<file path="config.mk">
export PLATFORM = sky130hd
export DESIGN_NAME = minimig_autoconfig_chain
export DESIGN_NICKNAME = d
export VERILOG_FILES = /design/src/rtl/minimig_autoconfig_chain.sv
export SDC_FILE = /design/constraint.sdc
export NUM_CORES = 1
export LEC_CHECK = 0
export BUFFER_PORTS_ARGS = -buffer_cell sky130_fd_sc_hd__buf_4
export CORE_MARGIN = 3
export CORE_UTILIZATION = 55
export DETAILED_ROUTE_END_ITERATION = 8
export PLACE_DENSITY = 0.74
export RECOVER_POWER = 100
export SLEW_MARGIN = 20
export SYNTH_ARGS = -nofsm -noshare
export SYNTH_HDL_FRONTEND = slang
export SYNTH_SLANG_ARGS = --single-unit
</file>
<file path="constraint.sdc">
create_clock -name clk -period 1.95 [get_ports clk]
set_input_delay 0.0975 -clock clk [delete_from_list [all_inputs] [get_ports clk]]
set_output_delay 0.0975 -clock clk [all_outputs]
set_load 0.005 [all_outputs]
</file>
<file path="src/rtl/minimig_autoconfig_chain.sv">
// rtl/minimig_autoconfig_chain.sv - Zorro II/III AutoConfig chain controller at $E80000
module minimig_autoconfig_chain #(
    parameter int NUM_BOARDS = 3,
    parameter logic [NUM_BOARDS-1:0] BOARD_Z3 = 3'b110,
    localparam int IDXW = $clog2(NUM_BOARDS + 1)
) (
    input  logic                    clk,
    input  logic                    reset,
    input  logic [NUM_BOARDS-1:0]   board_en,
    input  logic                    cfg_we,
    input  logic [IDXW+5:0]         cfg_addr,
    input  logic [3:0]              cfg_d,
    input  logic                    ac_req,
    input  logic                    ac_wr,
    input  logic [5:0]              ac_addr,
    input  logic [15:0]             ac_din,
    output logic                    ac_ack,
    output logic [3:0]              ac_q,
    output logic [IDXW-1:0]         cur_board,
    output logic [NUM_BOARDS-1:0]   configured,
    output logic [16*NUM_BOARDS-1:0] base_addr,
    output logic                    config_done
);
    localparam int EN_W = 1 << IDXW;
    localparam logic [EN_W-1:0] Z3_PAD = EN_W'(BOARD_Z3);
    localparam logic [IDXW-1:0] LAST   = IDXW'(NUM_BOARDS);

    typedef enum logic [1:0] {SEEK, PRESENT, DONE} state_t;
    state_t state, state_next;

    // Nibble tables start erased (all F) so an unloaded board reads as "no board"
    logic [3:0] table_ram [0:(1 << (IDXW + 6)) - 1] = '{default: 4'hF};
    logic [3:0] ram_q;
    logic       q_sel;
    logic [15:0] base_r [NUM_BOARDS];
    logic [EN_W-1:0] en_pad;

    logic accept, wr_present, cur_z3;
    logic wr_lo, wr_hi, wr_z3, shutup, advance, seek_skip;

    assign en_pad = EN_W'(board_en);

    // Registered read port; a same-cycle cfg write to the same cell yields the old nibble
    always_ff @(posedge clk) begin
        if (cfg_we)
            table_ram[cfg_addr] <= cfg_d;
        ram_q <= table_ram[{cur_board, ac_addr}];
    end

    always_ff @(posedge clk or posedge reset) begin
        if (reset)
            state <= SEEK;
        else
            state <= state_next;
    end

    always_comb begin
        state_next = state;
        case (state)
            SEEK: begin
                if (cur_board == LAST)
                    state_next = DONE;
                else if (en_pad[cur_board])
                    state_next = PRESENT;
            end
            PRESENT: if (advance) state_next = SEEK;
            DONE:    state_next = DONE;
            default: state_next = SEEK;
        endcase
    end

    always_comb begin
        accept      = ac_req && !ac_ack && (state != SEEK);
        wr_present  = accept && (state == PRESENT) && ac_wr;
        cur_z3      = Z3_PAD[cur_board];
        wr_lo       = wr_present && (ac_addr == 6'h25) && !cur_z3;
        wr_hi       = wr_present && (ac_addr == 6'h24) && !cur_z3;
        wr_z3       = wr_present && (ac_addr == 6'h22) && cur_z3;
        shutup      = wr_present && (ac_addr == 6'h26);
        advance     = wr_hi || wr_z3 || shutup;
        seek_skip   = (state == SEEK) && (cur_board != LAST) && !en_pad[cur_board];
        config_done = (state == DONE);
    end

    always_ff @(posedge clk or posedge reset) begin
        if (reset) begin
            ac_ack     <= 1'b0;
            q_sel      <= 1'b0;
            cur_board  <= '0;
            configured <= '0;
            for (int k = 0; k < NUM_BOARDS; k++)
                base_r[k] <= 16'h0000;
        end else begin
            ac_ack <= accept;
            q_sel  <= accept && (state == PRESENT) && !ac_wr;
            if (seek_skip || advance)
                cur_board <= cur_board + 1'b1;
            for (int k = 0; k < NUM_BOARDS; k++) begin
                if (cur_board == IDXW'(k)) begin
                    if (wr_lo)
                        base_r[k][3:0] <= ac_din[15:12];
                    if (wr_hi) begin
                        base_r[k][7:4] <= ac_din[15:12];
                        configured[k]  <= 1'b1;
                    end
                    if (wr_z3) begin
                        base_r[k]     <= ac_din;
                        configured[k] <= 1'b1;
                    end
                end
            end
        end
    end

    // Outside a PRESENT read acknowledge the bus sees an empty (all-ones) nibble
    assign ac_q = q_sel ? ram_q : 4'hF;

    for (genvar g = 0; g < NUM_BOARDS; g++) begin : g_base
        assign base_addr[16*g +: 16] = base_r[g];
    end
endmodule
</file>
# After elaboration in Yosys (flattened, before gate mapping)
# Memories as Yosys holds them, arrays and structs flattened. A register that Yosys moved wholly into a read port is not among the register bits.
# Cells that the tools add are included.
[word_totals]
ff_bits = 57
ramBits = 1024
inputBits = 42
memories = 1
[classes]
n_addsub = 1
order_cmp = 1
n_eq_ne = 12
mux = 18
reduce_logical = 36
[mem_list]
columns = ["name", "depth", "word_bits", "rd", "rd_clocked_by_memory_dff", "write_ports", "line_no", "source"]
rows = [
  ["table_ram", 256, 4, 1, 1, 1, "32", "logic [3:0] table_ram [0:(1 << (IDXW + 6)) - 1] = '{default: 4'hF};"],
]
[ops]
columns = ["cell", "count"]
rows = [
  ["equality test 6 bit, second input constant", 4],
  ["2-to-1 mux 8 bit", 3],
  ["AND reduction 2 bit", 10],
  ["logical AND 1 bit", 14],
  ["2-to-1 mux 4 bit", 3],
  ["equality test 2 bit, second input constant", 3],
  ["2-to-1 mux 1 bit", 6],
  ["2-to-1 mux 2 bit", 3],
  ["one-hot mux 2 bit (3 select lines)", 1],
  ["nonzero test 2 bit", 3],
  ["binary-select mux 1 bit (select 2 bit)", 2],
  ["equality test 2 x 1 -> 1 bit, second input constant", 2],
  ["logical NOT 1 bit", 4],
  ["logical NOT 2 bit", 2],
  ["inequality test 2 bit, second input constant", 2],
  ["logical OR 1 bit", 3],
  ["less-than comparator 2 x 3 -> 1 bit, second input constant", 1],
  ["inequality test 3 bit, second input constant", 1],
  ["adder 2 x 1 -> 2 bit, second input constant", 1],
]

# Logic depth before layout (Yosys ltp)
# Gate-level depths: netlist of the first run.
[depth]
ltp_word = 11
depth_mapped = 11
ltp_nobuf = 8

# Worst setup path before layout of the first run
# Ideal clock, no wire load.
[synth_path]
path_kind = "reg2reg"
startpoint = "reg state[1]"
endpoint = "reg base_r (netlist bit base_addr[36])"
setup_ps = 125
arrival_ps = 1997
required_ps = 1825
slack_ps = -172
path_stages_with_launch = 8
synth_period_minus_slack_ps = 2122
cell_sequence = "dfrtp_1 > and4bb_2 > nand4b_1 > nor4_1 > and2_1 > buf_4 > mux2_2 > mux2_2"
[synth_via]
elab_chain_cells = 8
elab_cells_between_ends = 12
classes_between = "1 x eq/ne; 1 x mux; 10 x reduce/logical"
[synth_rtl]
columns = ["item", "line_no", "source"]
rows = [
  ["start, declared", "29", "state_t state, state_next;"],
  ["start signal, assigned", "54", "state <= state_next;"],
  ["nonzero test 2 bit", "73", "accept = ac_req && !ac_ack && (state != SEEK);"],
  ["logical AND 1 bit", "73", ""],
  ["logical AND 1 bit (*) (2 in series)", "74", "wr_present = accept && (state == PRESENT) && ac_wr;"],
  ["logical AND 1 bit, on equally long branches (2 in series)", "77, 78", ""],
  ["nonzero test 2 bit (no line)", "--", ""],
  ["AND reduction 2 bit (no line)", "--", ""],
  ["end signal, assigned by index", "101", "base_r[k][3:0] <= ac_din[15:12];"],
  ["end signal, assigned by index", "103", "base_r[k][7:4] <= ac_din[15:12];"],
  ["end signal, assigned by index", "107", "base_r[k] <= ac_din;"],
  ["end, declared", "35", "logic [15:0] base_r [NUM_BOARDS];"],
]
# Mark *: on every way between the ends. The rest lies on a longest branch, timed or not.
# A chain may end at the register's enable or synchronous reset.

# Final worst setup path of the first run
[layout_path]
startpoint = "in cfg_addr[1]"
endpoint = "mem table_ram[236][0], enable pin"
[layout_rtl]
columns = ["item", "line_no", "source"]
rows = [
  ["start, declared", "11", "input logic [IDXW+5:0] cfg_addr,"],
  ["end, declared", "32", ""],
]
# No word-level cell before the write port.

==> flow_summary.yaml, run 1 <==
run_status:
  status: "finished, violations left"
  violations: "max-capacitance violations, max-slew violations, negative setup slack"
cts:
  cts.htree.levels: 3
  cts_buffers: 105
  cts_buffer_depth: 3
  cts_sinks: 1085
  path_clk_slew_ps: 60
  worstSkewPairLatency_ps: 660
  root_buffer: "clkbuf_16"
  cts_tree: "done"
sta:
  rsz0062_at_grt: "true"
  slew_violations: 66
  worst_pin_slew_ps: 1692
  max_freq_ghz: 0.4670
  setup_viol: 447
  timing.slew.headroom_pct: -12.78
  fin_crit_sh_pct: 109.8
  whs_ps: 37.14
  hold_viol: 0
  min_period_ps: 2142
  fin_ws_ps: -191.5
  finClkSkew_ps: 22.18
  fin_setup_tns_ps: -25700
route:
  totalWireLength_mm: 107.0
  drtAntennaViolNets: 0
  vias: 23970
  first_pass_iters: 6
  drtIter0Drc: 2568
  viasPerCell: 6.235
  drc_errors: 0
  wl_per_cell_um: 27.84
synth:
  ys.flop_type: "edfxtp_1"
  synth_cell_types: 56
  ys_async_sr_fraction_pct: 5.253
  synthCells: 2297
  syn-cell-area_um2: 43150
  syn_nets: 2343
  ys_warn_count: 0
  avgSynthCellArea_um2: 18.79
  ys_seq_elements: 1085
  synth_edf_count: 1024
  ys_seq_area_share_pct: 74.75
setup_path:
  end_kind: "register"
  arrival_ps: 2440
  crit_type: "in -> reg"
  start_kind: "input pin"
  required_ps: 2250
  cp_max_fo: 11
global_route:
  grt_max_degree: 83
  antenna_found_initial: 1
  grt_pass1_vias: 24760
  grt_pass1_wl_mm: 159.0
  grt-ovfl-total: 0
  grt_usage_pct: 26.35
place:
  hpwl_mm: 70.29
  port-buffer-count: 100
  gp_congestion: 0.8829
  placed_area_um2: 47720
power:
  peakVddDrop_v: 0.0007880
  p_per_area_nw_per_um2: 980.8
  leakagePower_nw: 17.29
final_layout:
  areaGrowthSynthToFinish_pct: 18.42
  postLayoutCellArea_um2: 51100
  antenna_cells: 0
  final_common_cell: "edfxtp_1"
  drive_above_1_share_pct: 30.02
  nNetsFinal: 2770
  most-common-layout-cells: "1024 x edfxtp_1, 271 x nor2_1, 242 x buf_4"
die:
  initial_core_util_pct: 55.61
  die_h_um: 286.1
  core_area_um2: 77590
  die_x_um: 286.1
  pin_count: 101
  dieArea_um2: 81850
  num_rows: 102
flow_run:
  drv_cap: 1
min_path:
  worstHoldPathType: "in -> reg"
## cell type report
cell class,instances,area [um2]
Sequential cell,1085,32260
Inverter,5,18.77
Clock buffer,131,2766
Fill cell,5054,26500
Multi-Input combinational cell,1064,10500
Clock inverter,57,575.6
Tap cell,1040,1301
Timing Repair Buffer,463,3684
## what timing repair did
action                                  4_1_cts  5_1_grt
endpoints found under the hold margin       280        0
hold buffers                                 27        0
pin swaps                                    15        7
endpoints found under the setup margin       53       57
gates resized for setup                      53       24
gates cloned                                  1        0
buffers inserted                              4        1
## cells in the mapped netlist (4+ instances only)
library cell | count | area (um2)
mux2_2 | 57 | 641.9
o211ai_1 | 19 | 142.6
nand4_1 | 12 | 75.07
buf_6 | 8 | 90.09
dfrtp_1 | 57 | 1426
clkbuf_1 | 62 | 232.7
nor2b_1 | 18 | 112.6
mux4_2 | 198 | 4459
and2_1 | 4 | 25.02
o21ai_0 | 27 | 135.1
a31oi_1 | 8 | 50.05
mux2i_1 | 161 | 1612
a2bb2oi_1 | 4 | 35.03
ha_1 | 4 | 50.05
buf_1 | 6 | 22.52
nand3b_1 | 4 | 30.03
inv_1 | 5 | 18.77
dfxtp_1 | 4 | 80.08
nand3_1 | 35 | 175.2
buf_8 | 4 | 60.06
a221oi_1 | 33 | 289.0
edfxtp_1 | 1024 | 30750
buf_4 | 21 | 157.7
buf_2 | 41 | 205.2
a22oi_1 | 61 | 457.9
a21oi_1 | 17 | 85.08
nand2_1 | 64 | 240.2
o22ai_1 | 8 | 50.05
a211oi_1 | 4 | 30.03
nor2_1 | 273 | 1025
nand2b_1 | 19 | 118.9
## power breakdown
group	leakage (nW)	switching (mW)	internal, mW	total (mW)
sequential	10.0	0.144	25.7	25.8
clock	1.62	8.47	11.4	19.8
combinational	5.64	2.58	1.90	4.48
total	17.3	11.2	38.9	50.1
## cells by family after synthesis
family	count (synthesis)	synth area share [%]
mux	417	15.58
simple gates	448	4.480
buf+inv	148	1.835
fa+ha+maj	4	0.1160
compound gates	194	3.213
flops	1085	74.75
xor+xnor	1	0.02030
## registers in the layout, summed over array words and instances, names as in the netlist
signal / flops
q_sel: 1
base_addr: 48
state: 2
ac_ack: 1
cur_board: 2
configured: 3
table_ram: 1024
ram_q: 4
## path summary, 6_finish.rpt
kind | slack [ps] | depth (start not counted) | end | from
max | -190 | 6 | table_ram[236][0]$_DFFE_PP_ | cfg_addr[1]
min | 40 | 3 | table_ram[203][3]$_DFFE_PP_ | cfg_addr[0]
max reg2reg | -180 | 7 | base_addr[20]$_DFFE_PP0P_ | ac_ack$_DFF_PP0_
min reg2reg | 470 | 1 | configured[0]$_DFFE_PP0P_ | configured[0]$_DFFE_PP0P_
max in group asynchronous | 640 | 4 | base_addr[17]$_DFFE_PP0P_ | reset
min in group asynchronous | 460 | 4 | configured[2]$_DFFE_PP0P_ | reset
## through the flow
step | instances | total power, mW | setup WS, ps | util (%)
after detailed placement | 3634 | 30.45 | -729.8 | 61.50
after global routing | 3845 | 51.51 | -291.4 | 65.85
after CTS | 3849 | 50.36 | -211.8 | 66.52
after global placement | 3634 | 30.35 | -758.9 | 61.50
final | 3845 | 50.12 | -191.5 | 65.85
after floorplan | 2297 | 28.12 | -142.7 | -
## layer usage
| layer | up-vias | share of wire, % | GRT usage, % |
|---|---|---|---|
| met5 | - | 0 | 0 |
| li1 | 10100 | - | - |
| met4 | 0 | 4.2 | 11.08 |
| met3 | 261 | 10 | 6.585 |
| met1 | 12270 | 38 | 35.26 |
| met2 | 1349 | 48 | 41.84 |
## worst max-delay path: stages
cell           delay [ps]
dlygate4sd3_1         540
buf_4                 180
nor2_1                300
nand4_1               220
clkbuf_2              540
nor2_1                540
No activity file was read; power rests on OpenSTA's default activity.
==> run 2: changes to the inputs <==
--- a/config.mk
+++ b/config.mk
@@ -11,6 +11,7 @@
 export DETAILED_ROUTE_END_ITERATION = 8
 export PLACE_DENSITY = 0.74
 export RECOVER_POWER = 100
+export SETUP_SLACK_MARGIN = 0.3
 export SLEW_MARGIN = 20
 export SYNTH_ARGS = -nofsm -noshare
 export SYNTH_HDL_FRONTEND = slang
==> flow_summary.yaml, run 2 (synthesized netlist as in run 1, its figures left out) <==
run_status:
  status: "finished, violations left"
  violations: "max-capacitance violations, max-slew violations, negative setup slack"
route:
  drc_errors: 0
  totalWireLength_mm: 108.1
  drtAntennaViolNets: 0
  met2_length_mm: 52.22
  drtIter0Drc: 2847
  routed-wl-met3_mm: 10.81
  wl_met1_mm: 40.85
  wl_per_cell_um: 28.13
  viasPerCell: 6.275
  first_pass_iters: 5
  maxUsedRoutingLayer: "met5"
  vias: 24110
setup_path:
  path_buf_inv: 0
  arrival_ps: 2750
  crit_type: "reg -> reg"
  cp_slowest_stage_delay_ps: 520
  end_kind: "register"
  cp_slowest_cell: "mux4_2"
  cpLargestDelayFamily: "compound AO/OA/AOI/OAI gates"
  required_ps: 2480
  crit_chain: "mux4_2, mux2_4, a221oi_4, a31oi_4, o221ai_2, o31ai_1"
  cp_max_fo: 1
  start_kind: "register"
global_route:
  grt_pass1_wl_mm: 161.2
  antenna_found_initial: 4
  grt_usage_pct: 26.66
  grt_pass1_vias: 24880
  grt_max_degree: 125
  grt-ovfl-total: 0
sta:
  min_period_ps: 2210
  worst_pin_slew_ps: 1886
  finClkSkew_ps: 22.69
  max_freq_ghz: 0.4524
  setup_viol: 80
  hold_viol: 0
  fin_crit_sh_pct: 113.3
  slew_violations: 132
  rsz0062_at_grt: "true"
  fin_ws_ps: -260.3
  timing.slew.headroom_pct: -25.76
final_layout:
  postLayoutCellArea_um2: 50980
  nNetsFinal: 2762
  final_core_util_pct: 65.70
  largest_reg_flops: 1024
  most-common-layout-cells: "1024 x edfxtp_1, 273 x nor2_1, 218 x buf_4"
  drive_above_1_share_pct: 28.44
  areaGrowthSynthToFinish_pct: 18.15
  stdcell_count: 3843
  final_common_cell: "edfxtp_1"
  top_register: "table_ram"
die:
  num_rows: 102
  core_area_um2: 77590
  die_x_um: 286.1
  die_h_um: 286.1
  pin_count: 101
  dieArea_um2: 81850
  initial_core_util_pct: 55.61
power:
  leakagePower_nw: 17.13
  peakVddDrop_v: 0.0006553
  p_total_mw: 50.57
  p_per_area_nw_per_um2: 992.0
cts:
  cts_sinks: 1085
  worstSkewPairLatency_ps: 660
  cts_buffers: 103
  cts.htree.levels: 3
  cts_tree: "done"
  root_buffer: "clkbuf_16"
  path_clk_slew_ps: 60
  cts_buffer_depth: 3
min_path:
  worstHoldPathType: "in -> reg"
place:
  port-buffer-count: 100
  dp_cells: 3623
  placed_area_um2: 47670
  hpwl_mm: 70.83
  gp_congestion: 0.8758
  place_ws_ps: -587.4
flow_run:
  drv_cap: 2
-- run 2: changes by cell type in the layout (fill, tap and decap cells not counted), moves of 4 or more --
cell	change
bufinv_16	+4
clkbuf_2	-13
o21ai_1	+10
mux2_2	-6
clkinvlp_4	+5
clkbuf_8	-4
clkinv_2	+4
mux2_4	+6
clkbuf_1	+37
o21ai_0	-8
buf_2	-7
buf_4	-24
-- run 2: final timing paths --
check | slack, ps | end | cells after the start | from
max | -260 | ram_q[3]$_DFF_P_ | 6 | table_ram[251][3]$_DFFE_PP_
min | 50 | table_ram[185][3]$_DFFE_PP_ | 3 | cfg_we
max reg2reg | -260 | ram_q[3]$_DFF_P_ | 6 | table_ram[251][3]$_DFFE_PP_
min reg2reg | 480 | configured[2]$_DFFE_PP0P_ | 1 | configured[2]$_DFFE_PP0P_
max in group asynchronous | 620 | base_addr[18]$_DFFE_PP0P_ | 4 | reset
min in group asynchronous | 480 | configured[0]$_DFFE_PP0P_ | 4 | reset
-- run 2: power breakdown --
part           internal (mW)  leakage [nW]  total [mW]  switching, mW
clock network           11.8          1.65        20.3           8.47
registers               25.7          10.0        25.8          0.151
logic                   1.95          5.46        4.49           2.54
-- run 2: area by class of cell --
class,count,area [um2]
fillers,5056,26610
well taps,1040,1301
repair buffers,457,3516
clock inverters,66,711.9
clock buffers,125,2724
flip-flops and latches,1085,32260
multi-input cells,1064,10450
inverters,5,18.77
diodes,1,2.502
-- run 2: metal layers --
layer  track usage (%)  up-vias
met3             4.964      225
met4             10.34        4
met5                 0        -
met1             36.96    12390
li1                  -    10070
met2             42.67     1426
-- run 2: worst register-to-register path, cell delays in order (launching register included) --
cell and delay [ps]:
edfxtp_1 420, mux4_2 520, mux2_4 310, a221oi_4 310
a31oi_4 90, o221ai_2 320, o31ai_1 120
-- run 2: per-stage QoR --
step,hold slack (ps),TNS (ps)
final,47.97,-5198
after global routing,22.48,-32880
after CTS,10.24,-7182
after detailed placement,281.2,-15220
after global placement,279.1,-14040
after floorplan,163.1,-1699
-- run 2: repair_timing --
| item | 4_1_cts | 5_1_grt |
|---|---|---|
| resized for setup | 53 | 19 |
| hold endpoints to repair | 251 | 0 |
| hold buffers | 25 | 0 |
| endpoints found under the setup margin | 59 | 58 |
| buffers inserted | 2 | 1 |
| pin swaps | 15 | 8 |
